--- src/rtl/stepper_pkg.sv ---
// ============================================================================
// Module  : stepper_pkg
// Brief   : Shared types and constants for the stepper phase sequencer.
// Rev     : 1.0  initial release
// ============================================================================
`default_nettype none

package stepper_pkg;

    localparam int c_cnt_w_default = 16;
    localparam int c_pos_w_default = 32;

    // Entry n sits at bits [4n+3:4n], encoded as {AX,AY,BX,BY}
    localparam logic [31:0] c_phase_table = {
        4'b1001, 4'b0001, 4'b0101, 4'b0100,
        4'b0110, 4'b0010, 4'b1010, 4'b1000
    };

    typedef enum logic [1:0] {
        IDLE  = 2'd0,
        RUN   = 2'd1,
        FAULT = 2'd2
    } state_t;

    function automatic logic [3:0] phase_lookup(input logic [2:0] idx);
        phase_lookup = c_phase_table[{idx, 2'b00} +: 4];
    endfunction

endpackage

`default_nettype wire

--- src/rtl/sync_2ff.sv ---
// ============================================================================
// Module  : sync_2ff
// Brief   : Generic two-flop synchroniser with a configurable reset value.
// Rev     : 1.0  initial release
// ============================================================================
`default_nettype none

module sync_2ff #(
    parameter int               WIDTH     = 1,
    parameter logic [WIDTH-1:0] RESET_VAL = '0
) (
    input  logic             clk,
    input  logic             rst_n,
    input  logic [WIDTH-1:0] i_d,
    output logic [WIDTH-1:0] o_q
);

    logic [WIDTH-1:0] r_meta;
    logic [WIDTH-1:0] r_sync;

    always_ff @(posedge clk) begin
        if (!rst_n) begin
            r_meta <= RESET_VAL;
            r_sync <= RESET_VAL;
        end else begin
            r_meta <= i_d;
            r_sync <= r_meta;
        end
    end

    assign o_q = r_sync;

endmodule

`default_nettype wire

--- src/rtl/step_motor_sequencer.sv ---
// ============================================================================
// Module  : step_motor_sequencer
// Brief   : Four-phase stepper coil sequencer with move commands, position
//           tracking and sticky driver-fault handling.
//           Optional macro STEP_IDLE_OFF_EN: de-energise coils after
//           IDLE_TIMEOUT idle clocks.
// Rev     : 1.0  initial release
// ============================================================================
`default_nettype none

module step_motor_sequencer
    import stepper_pkg::*;
#(
    parameter int CNT_W        = c_cnt_w_default,
    parameter int POS_W        = c_pos_w_default,
    parameter int IDLE_TIMEOUT = 1000000
) (
    input  logic             csi_MCLK_clk,
    input  logic             rsi_MCLK_reset_n,
    input  logic             cmd_valid,
    output logic             cmd_ready,
    input  logic [CNT_W-1:0] cmd_steps,
    input  logic             cmd_dir,
    input  logic             cmd_half,
    input  logic [CNT_W-1:0] cmd_period,
    input  logic             abort,
    input  logic             fault_n,
    input  logic             fault_clr,
    output logic             AX,
    output logic             AY,
    output logic             BX,
    output logic             BY,
    output logic             busy,
    output logic             done,
    output logic             fault,
    output logic [POS_W-1:0] position
);

    state_t r_state;
    state_t w_state_next;

    logic w_fault_n_sync;
    logic w_fault_s;
    logic w_handshake;
    logic w_step;
    logic w_finish;
    logic w_abort_take;
    logic w_period_hit;
    logic w_last_step;
    logic w_idle_off;

    logic [CNT_W-1:0] r_steps;
    logic [CNT_W-1:0] r_period;
    logic [CNT_W-1:0] r_per_cnt;
    logic [CNT_W-1:0] r_step_cnt;
    logic [CNT_W-1:0] w_cmd_period_eff;
    logic             r_dir;
    logic             r_half;
    logic             r_energised;
    logic             r_done_pend;
    logic             r_done;
    logic [2:0]       r_p;
    logic [2:0]       w_p_next;
    logic [POS_W-1:0] r_position;
    logic [POS_W-1:0] w_pos_next;

    sync_2ff #(
        .WIDTH     (1),
        .RESET_VAL (1'b1)
    ) u_fault_sync (
        .clk   (csi_MCLK_clk),
        .rst_n (rsi_MCLK_reset_n),
        .i_d   (fault_n),
        .o_q   (w_fault_n_sync)
    );

    assign w_fault_s        = ~w_fault_n_sync;
    assign w_cmd_period_eff = (cmd_period == '0) ? CNT_W'(1) : cmd_period;
    assign w_period_hit     = (r_per_cnt == r_period - CNT_W'(1));
    assign w_last_step      = (r_step_cnt + CNT_W'(1) == r_steps);

    always_ff @(posedge csi_MCLK_clk) begin
        if (!rsi_MCLK_reset_n) begin
            r_state <= IDLE;
        end else begin
            r_state <= w_state_next;
        end
    end

    // Priority inside each state: fault, then abort, then step / handshake
    always_comb begin
        w_state_next = r_state;
        w_handshake  = 1'b0;
        w_step       = 1'b0;
        w_finish     = 1'b0;
        w_abort_take = 1'b0;
        cmd_ready    = 1'b0;
        busy         = 1'b0;
        fault        = 1'b0;
        case (r_state)
            IDLE: begin
                cmd_ready = ~w_fault_s;
                if (w_fault_s) begin
                    w_state_next = FAULT;
                end else if (cmd_valid) begin
                    w_handshake  = 1'b1;
                    w_state_next = (cmd_steps == '0) ? IDLE : RUN;
                end
            end
            RUN: begin
                busy = 1'b1;
                if (w_fault_s) begin
                    w_state_next = FAULT;
                end else if (abort) begin
                    w_abort_take = 1'b1;
                    w_state_next = IDLE;
                end else if (w_period_hit) begin
                    w_step = 1'b1;
                    if (w_last_step) begin
                        w_finish     = 1'b1;
                        w_state_next = IDLE;
                    end
                end
            end
            FAULT: begin
                fault = 1'b1;
                if (!w_fault_s && fault_clr) begin
                    w_state_next = IDLE;
                end
            end
            default: w_state_next = IDLE;
        endcase
    end

    // Full-step forces an odd index so two coils are always on together
    always_comb begin
        w_p_next   = r_p;
        w_pos_next = r_position;
        if (r_half) begin
            w_p_next   = r_dir ? r_p + 3'd1 : r_p - 3'd1;
            w_pos_next = r_dir ? r_position + POS_W'(1) : r_position - POS_W'(1);
        end else begin
            w_p_next   = (r_dir ? r_p + 3'd2 : r_p - 3'd2) | 3'd1;
            w_pos_next = r_dir ? r_position + POS_W'(2) : r_position - POS_W'(2);
        end
    end

    always_ff @(posedge csi_MCLK_clk) begin
        if (!rsi_MCLK_reset_n) begin
            r_steps     <= '0;
            r_period    <= CNT_W'(1);
            r_per_cnt   <= '0;
            r_step_cnt  <= '0;
            r_dir       <= 1'b0;
            r_half      <= 1'b0;
            r_energised <= 1'b0;
            r_done_pend <= 1'b0;
            r_done      <= 1'b0;
            r_p         <= 3'd0;
            r_position  <= '0;
        end else begin
            r_done_pend <= (w_handshake && (cmd_steps == '0)) || w_finish || w_abort_take;
            r_done      <= r_done_pend & ~w_fault_s;

            if (w_state_next == FAULT) begin
                r_energised <= 1'b0;
            end else if (w_handshake) begin
                r_energised <= 1'b1;
            end else if (w_idle_off) begin
                r_energised <= 1'b0;
            end

            if (w_handshake) begin
                r_steps    <= cmd_steps;
                r_period   <= w_cmd_period_eff;
                r_dir      <= cmd_dir;
                r_half     <= cmd_half;
                r_per_cnt  <= '0;
                r_step_cnt <= '0;
            end else if (w_step) begin
                r_per_cnt  <= '0;
                r_step_cnt <= r_step_cnt + CNT_W'(1);
                r_p        <= w_p_next;
                r_position <= w_pos_next;
            end else if (r_state == RUN) begin
                r_per_cnt  <= r_per_cnt + CNT_W'(1);
            end
        end
    end

`ifdef STEP_IDLE_OFF_EN
    localparam int c_idle_w = (IDLE_TIMEOUT > 1) ? $clog2(IDLE_TIMEOUT) : 1;
    localparam logic [c_idle_w-1:0] c_idle_last = c_idle_w'(IDLE_TIMEOUT - 1);

    logic [c_idle_w-1:0] r_idle_cnt;

    always_ff @(posedge csi_MCLK_clk) begin
        if (!rsi_MCLK_reset_n) begin
            r_idle_cnt <= '0;
        end else if ((r_state == IDLE) && r_energised && !w_handshake && !w_fault_s) begin
            r_idle_cnt <= w_idle_off ? '0 : r_idle_cnt + c_idle_w'(1);
        end else begin
            r_idle_cnt <= '0;
        end
    end

    assign w_idle_off = (r_state == IDLE) && r_energised && (r_idle_cnt == c_idle_last);
`else
    logic w_unused_timeout;
    assign w_unused_timeout = (IDLE_TIMEOUT != 0);
    assign w_idle_off       = 1'b0;
`endif

    assign {AX, AY, BX, BY} = r_energised ? phase_lookup(r_p) : 4'b0000;
    assign done             = r_done;
    assign position         = r_position;

endmodule

`default_nettype wire
--- config.mk ---
export PLATFORM = sky130hd
export DESIGN_NAME = step_motor_sequencer
export DESIGN_NICKNAME = d
export VERILOG_FILES = /design/src/rtl/stepper_pkg.sv /design/src/rtl/sync_2ff.sv /design/src/rtl/step_motor_sequencer.sv
export SDC_FILE = /design/constraint.sdc
export NUM_CORES = 1
export LEC_CHECK = 0
export CAP_MARGIN = 20
export CORE_ASPECT_RATIO = 0.7
export CORE_MARGIN = 10
export CORE_UTILIZATION = 61
export CTS_BUF_LIST = sky130_fd_sc_hd__clkbuf_16
export CTS_CLUSTER_SIZE = 12
export DETAILED_ROUTE_END_ITERATION = 6
export HOLD_SLACK_MARGIN = 0.03
export PLACE_DENSITY = 0.85
export SLEW_MARGIN = 25
export SYNTH_ARGS = -nofsm -noshare
export SYNTH_HDL_FRONTEND = slang
export SYNTH_SLANG_ARGS = --single-unit
--- constraint.sdc ---
create_clock -name csi_MCLK_clk -period 7.95 [get_ports csi_MCLK_clk]
set_clock_uncertainty 0.05 [all_clocks]
set_input_delay 0.795 -clock csi_MCLK_clk [delete_from_list [all_inputs] [get_ports csi_MCLK_clk]]
set_output_delay 0.795 -clock csi_MCLK_clk [all_outputs]
set_load 0.02 [all_outputs]
# Word level (Yosys, flattened, before mapping)

Index checks and enable logic that the tools add are counted.

Register bits: 108
Output and inout port bits: 40

Shift operators: 1
Add/sub/neg operators: 11
Bitwise operators: 3
Reductions and logical operators: 11
Muxes and demuxes: 35
Equal/unequal tests: 5

Operators by type and width:

| operator                                                   | number |
|---|---|
| two-way mux 32 bit                                         | 3 |
| adder 16 x 1 -> 16 bit (second input constant)             | 2 |
| adder 32 x 1 -> 32 bit (second input constant)             | 1 |
| adder 32 x 2 -> 32 bit (second input constant)             | 1 |
| == test 16 bit                                             | 2 |
| zero test 16 bit                                           | 2 |
| indexed part select 32 x 6 -> 4 bit (first input constant) | 1 |
| subtractor 32 x 1 -> 32 bit (second input constant)        | 1 |
| subtractor 32 x 2 -> 32 bit (second input constant)        | 1 |
| two-way mux 1 bit                                          | 19 |
| two-way mux 16 bit                                         | 1 |
| subtractor 16 x 1 -> 16 bit (second input constant)        | 1 |
| two-way mux 2 bit                                          | 7 |
| two-way mux 3 bit                                          | 3 |
| case mux 2 bit (3 select lines)                            | 1 |
| == test 2 bit (second input constant)                      | 2 |
| two-way mux 4 bit                                          | 1 |
| OR reduction 2 bit                                         | 2 |
| adder 3 x 1 -> 3 bit (second input constant)               | 1 |
| adder 3 x 2 -> 3 bit (second input constant)               | 1 |
| OR reduction 3 bit                                         | 1 |
| subtractor 3 x 1 -> 3 bit (second input constant)          | 1 |
| subtractor 3 x 2 -> 3 bit (second input constant)          | 1 |
| == test 2 x 1 -> 1 bit (second input constant)             | 1 |
| 6 further kinds                                            | 9 |

# Longest topological paths before layout

Depth in word-level cells: 9
Depth in mapped cells: 14
Mapped depth without buffers: 12

# By module

Synthesis repeated with hierarchy kept, for this count alone.

Cell total of the unflattened synthesis: 838
Area total of the unflattened synthesis: 6806.5 sq um

By module, submodules not included:

| module               | times used | area an instance (sq um) | cells each | seq. area each (sq um) |
|---|---|---|---|---|
| step_motor_sequencer | 1          | 6754.0                   | 834        | 2122.0 |
| sync_2ff             | 1          | 52.6                     | 4          | 40.0 |

# Least setup slack after synthesis

No wires, ideal clock.

Path type: register to register
Start: reg r_dir
End: reg r_position[31] (netlist: position[31])
Setup time: 0.072 ns
Slack: 4.507 ns
Data required time: 7.828 ns
Arrival: 3.322 ns
Cell stages (with the launch flop): 13
Cell sequence: dfxtp_1 > inv_1 > ha_1 > and3_1 > a221o_1 > a21oi_1 > o211a_1 > o21ai_0 > a21oi_1 > o21ai_0 > a31oi_1 > mux2i_1 > mux2i_1

Longest elaborated chain between the ends: 2
Elaborated cells on any way between the ends: 3
Those cells by class: mux: 3

RTL lines:

| item                                  | line                                                     | source |
|---|---|---|
| start: declaration                    | step_motor_sequencer.sv:57                               | `logic r_dir;` |
| start signal: assignment              | step_motor_sequencer.sv:176                              | `r_dir <= cmd_dir;` |
| two-way mux 32 bit (on tied branches) | step_motor_sequencer.sv:144, step_motor_sequencer.sv:141 |  |
| two-way mux 32 bit *                  | step_motor_sequencer.sv:139                              | `if (r_half) begin` |
| end signal: assignment                | step_motor_sequencer.sv:184                              | `r_position <= w_pos_next;` |
| end: declaration                      | step_motor_sequencer.sv:64                               | `logic [POS_W-1:0] r_position;` |

Mark *: on every way between the ends. The rest lies on a longest branch, timed or not.
A chain may end at the register's enable or synchronous reset.

# Worst setup path after layout

Start: reg r_period[5]
End: reg r_p[2]

Longest elaborated chain between the ends: 7

RTL lines:

| item                                 | line                        | source |
|---|---|---|
| start: declaration                   | step_motor_sequencer.sv:53  | `logic [CNT_W-1:0] r_period;` |
| start signal: assignment             | step_motor_sequencer.sv:175 | `r_period <= w_cmd_period_eff;` |
| subtractor 16 x 1 -> 16 bit          | step_motor_sequencer.sv:79  | `assign w_period_hit = (r_per_cnt == r_period - CNT_W'(1));` |
| == test 16 bit                       | step_motor_sequencer.sv:79  |  |
| two-way mux 1 bit                    | step_motor_sequencer.sv:117 | `end else if (w_period_hit) begin` |
| two-way mux 1 bit                    | step_motor_sequencer.sv:114 | `end else if (abort) begin` |
| two-way mux 1 bit                    | step_motor_sequencer.sv:112 | `if (w_fault_s) begin` |
| two-way mux 1 bit                    | step_motor_sequencer.sv:100 | `case (r_state)` |
| AND reduction 2 bit (no source line) | n/a                         |  |
| end signal: assignment               | step_motor_sequencer.sv:183 | `r_p <= w_p_next;` |
| end: declaration                     | step_motor_sequencer.sv:62  | `logic [2:0] r_p;` |

Every way passes these cells.

==> flow_summary.toml <==
[synthesis]
syn-instance-count = 841
synth-main-ff-cell = "sky130_fd_sc_hd__dfxtp_1"
ys_seq_area_share_pct = 32.3
netlist_area_um2 = 6700
post_synth.cell_area_avg_um2 = 7.96
synth-warning-count = 0
synth_enable_flop_cells = 0
synth_cell_type_count = 68
synth.net_count = 917
yosys_register_bits = 108
ys_async_sr_fraction_pct = 0

[global_route]
number_of_antenna_violations_at_the_first_check_in_global_routing = 0
grt_most_used_layer = "met2"
first_global_vias = 5776
grt_start_max_net_pins = 71
groute.usage.overall_pct = 21.8
groute.layer.met1.usage_pct = 29.5
gr-total-overflow = 0
use_met3_pct = 4.37
globalRouteMet2Util_pct = 35.2
grt_first_pass_wirelength_um = 28700

[critical_path]
critical_path.reg2reg.endpoint = "r_p[2]$_SDFFE_PN0N_"
worst-endpoint-required_ps = 8170
r2r.worst_path.cells = 9
setup.worst_path.start = "r_period[5]$_SDFFE_PN0P_"
cp.arrival_ps = 4440
r2r_slack_ps = 3730
worstSetupEndpointType = "register"
type_of_the_setup_path_with_the_least_slack = "register to register"
crit_path_cell_trace = "or4_4 > or3_4 > or3_4 > xor2_1 > mux2i_4 > nor4_4 > nand2_4 > or3_1 > a21oi_1"
critical_path_peak_fanout = 59
critical-path-top-cell-by-count = "sky130_fd_sc_hd__or3_4"
worstSetupStartpointType = "register"
timing.critical_path.slowest_stage_cell = "sky130_fd_sc_hd__nor4_4"
r2r-start = "r_period[5]$_SDFFE_PN0P_"
critical-path-max-stage-delay_ps = 720

[finish]
stdcell_area_um2 = 7810
mostFrequentLayoutCell = "sky130_fd_sc_hd__nand2_1"
area.growth.synth_to_final_pct = 16.7
layout-drive-gt1-share_pct = 3.77
n_antenna_cell = 0
most_frequent_cells_in_the_layout = "sky130_fd_sc_hd__nand2_1, sky130_fd_sc_hd__dfxtp_1, sky130_fd_sc_hd__nor2_1"
layout_nets = 973

[clock_tree]
clk_pin_slew_ps = 70
clk-insertion-delay-late_ps = 350
clock-root-buffer = "sky130_fd_sc_hd__clkbuf_16"
clock_tree_from_tritoncts = "yes"
numCtsBuffers = 9
cts_setup_buffers = 0
cts.htree.levels = 3
cts_hold_repair.buffers = 0
post_cts_resize_count = 0
clock_sinks = 108
cts_buffer_depth = 2

[timing]
finalSetupViolations = 0
final.period_utilization_pct = 53.0
worstMarginPinSlew_ps = 857
grt_setup_unrepaired = "no"
clock.fmax_mhz = 237
shortest_period_the_worst_path_allows_ps = 4220
timing.final.hold_violations = 0
hold_slack_ps = 363
timing.max_slew.rel_slack_pct = 42.7
slew_viol_final = 0
postLayoutSetupSlackWorst_ps = 3730
timing.setup.tns_ps = 0

[floorplan]
die-height_um = 108
floorplan.core_area_um2 = 10500
floorplan.rows = 31
floorplan.die.width_um = 145
initial_utilization_pct = 63.7
floorplan.io_pins = 80
design.die.area_um2 = 15600

[place]
dp.final_hpwl_um = 12800
place.port_buffers = 79
place_congestion = 0.941
dp_slack_ps = 3740
dpl_cell_area_um2 = 7520

[power]
power_per_cell_area_nw_per_um2 = 161
cellLeakagePower_nw = 3.13
worst_ir_drop_vdd_v = 0.000108

[min_path]
worst_hold_path.num_cells = 1
hold-path-endpoint = "u_fault_sync.o_q$_SDFF_PN1_"
timing.hold.worst.start = "u_fault_sync.r_meta$_SDFF_PN1_"
min_path_type = "register to register"

[detailed_routing]
ant_nets = 0
vias_per_cell = 5.99
routed_wire_length_per_instance_um = 16.6
dr.pass1.iters = 5
num_vias = 6292
drt_drc_violations_left = 0
detailedRoute.firstIterationViolations = 508
routed_wl_um = 17500

[run]
cap_viol_max_count = 0

[run_status]
run_status = "completed"
[cell families after synthesis]
kind of cell	share of synthesized area, %
xor gates and xnor gates	13.9
AOI/OAI and AO/OA	15.9
DFF	32.3
and+or+nand+nor	23.8
buffers and inverters	3.55
muxes	3.57
adders and majority gates	7.06
[through the flow]
step	utilization, %	total power, mW	instances
after floorplan	-	0.748	841
after global placement	71.5	0.808	1034
after detailed placement	71.5	0.816	1034
after CTS	74.3	1.26	1050
after global routing	74.3	1.31	1050
final	74.3	1.26	1050
[synthesized netlist by cell type (all sizes together) (6+ instances only)]
| cell type | count | area, um^2 |
|---|---|---|
| a21oi | 87 | 435 |
| nand2 | 112 | 428 |
| nand2b | 8 | 50.1 |
| nor4 | 16 | 121 |
| buf | 10 | 76.3 |
| clkbuf | 27 | 101 |
| nand4 | 11 | 68.8 |
| o21ai | 26 | 130 |
| a211oi | 6 | 45.0 |
| ha | 33 | 413 |
| dfxtp | 108 | 2160 |
| nor2 | 106 | 398 |
| o21a | 8 | 60.1 |
| and3 | 11 | 68.8 |
| nand3 | 31 | 160 |
| inv | 16 | 60.1 |
| a21o | 12 | 90.1 |
| nor3 | 20 | 111 |
| and2 | 6 | 37.5 |
| mux2i | 20 | 213 |
| xor2 | 39 | 342 |
| xnor2 | 67 | 587 |
[layout make-up]
type	count	area, um^2
fillers	798	2700
clock buffers	9	225
inverters	16	62.6
flip-flops and latches	108	2160
multi-input cells	680	4300
well taps	148	185
clock inverters	7	67.6
repair buffers	82	813
[worst max path at each step]
stage                                      to  slack [ps]
finish                    r_p[2]$_SDFFE_PN0N_        3730
global route              r_p[2]$_SDFFE_PN0N_        3490
CTS                       r_p[2]$_SDFFE_PN0N_        3720
detailed placement        r_p[2]$_SDFFE_PN0N_        3740
global placement          r_p[2]$_SDFFE_PN0N_        3860
floorplan           position[31]$_SDFFE_PN0N_        4510
[sequential cells by signal (all words and copies together) (netlist names), 2 cells and up]
signal	count
position	32
r_state	2
r_per_cnt	16
r_period	16
r_steps	16
r_step_cnt	16
r_p	3
[critical path, delay by kind of cell (launching register included)]
kind | cells | cell delay, ps
AND/OR/NAND/NOR | 6 | 3190
AO/OA/AOI/OAI | 1 | 150
multiplexers | 1 | 110
XOR/XNOR | 1 | 220
flip-flops | 1 | 380
[power breakdown]
group | switching (mW) | internal (mW) | leakage [nW] | total (mW)
combinational | 0.134 | 0.102 | 2.12 | 0.235
clock | 0.207 | 0.243 | 0.143 | 0.450
sequential | 0.0179 | 0.556 | 0.876 | 0.574
total | 0.359 | 0.901 | 3.13 | 1.26
[routing by layer]
layer,wire (um),vias to the layer above
met1,8210,2956
met4,158,0
met2,7920,277
li1,-,3040
met5,0,-
met3,1180,19
No activity file was read; power rests on OpenSTA's default activity.
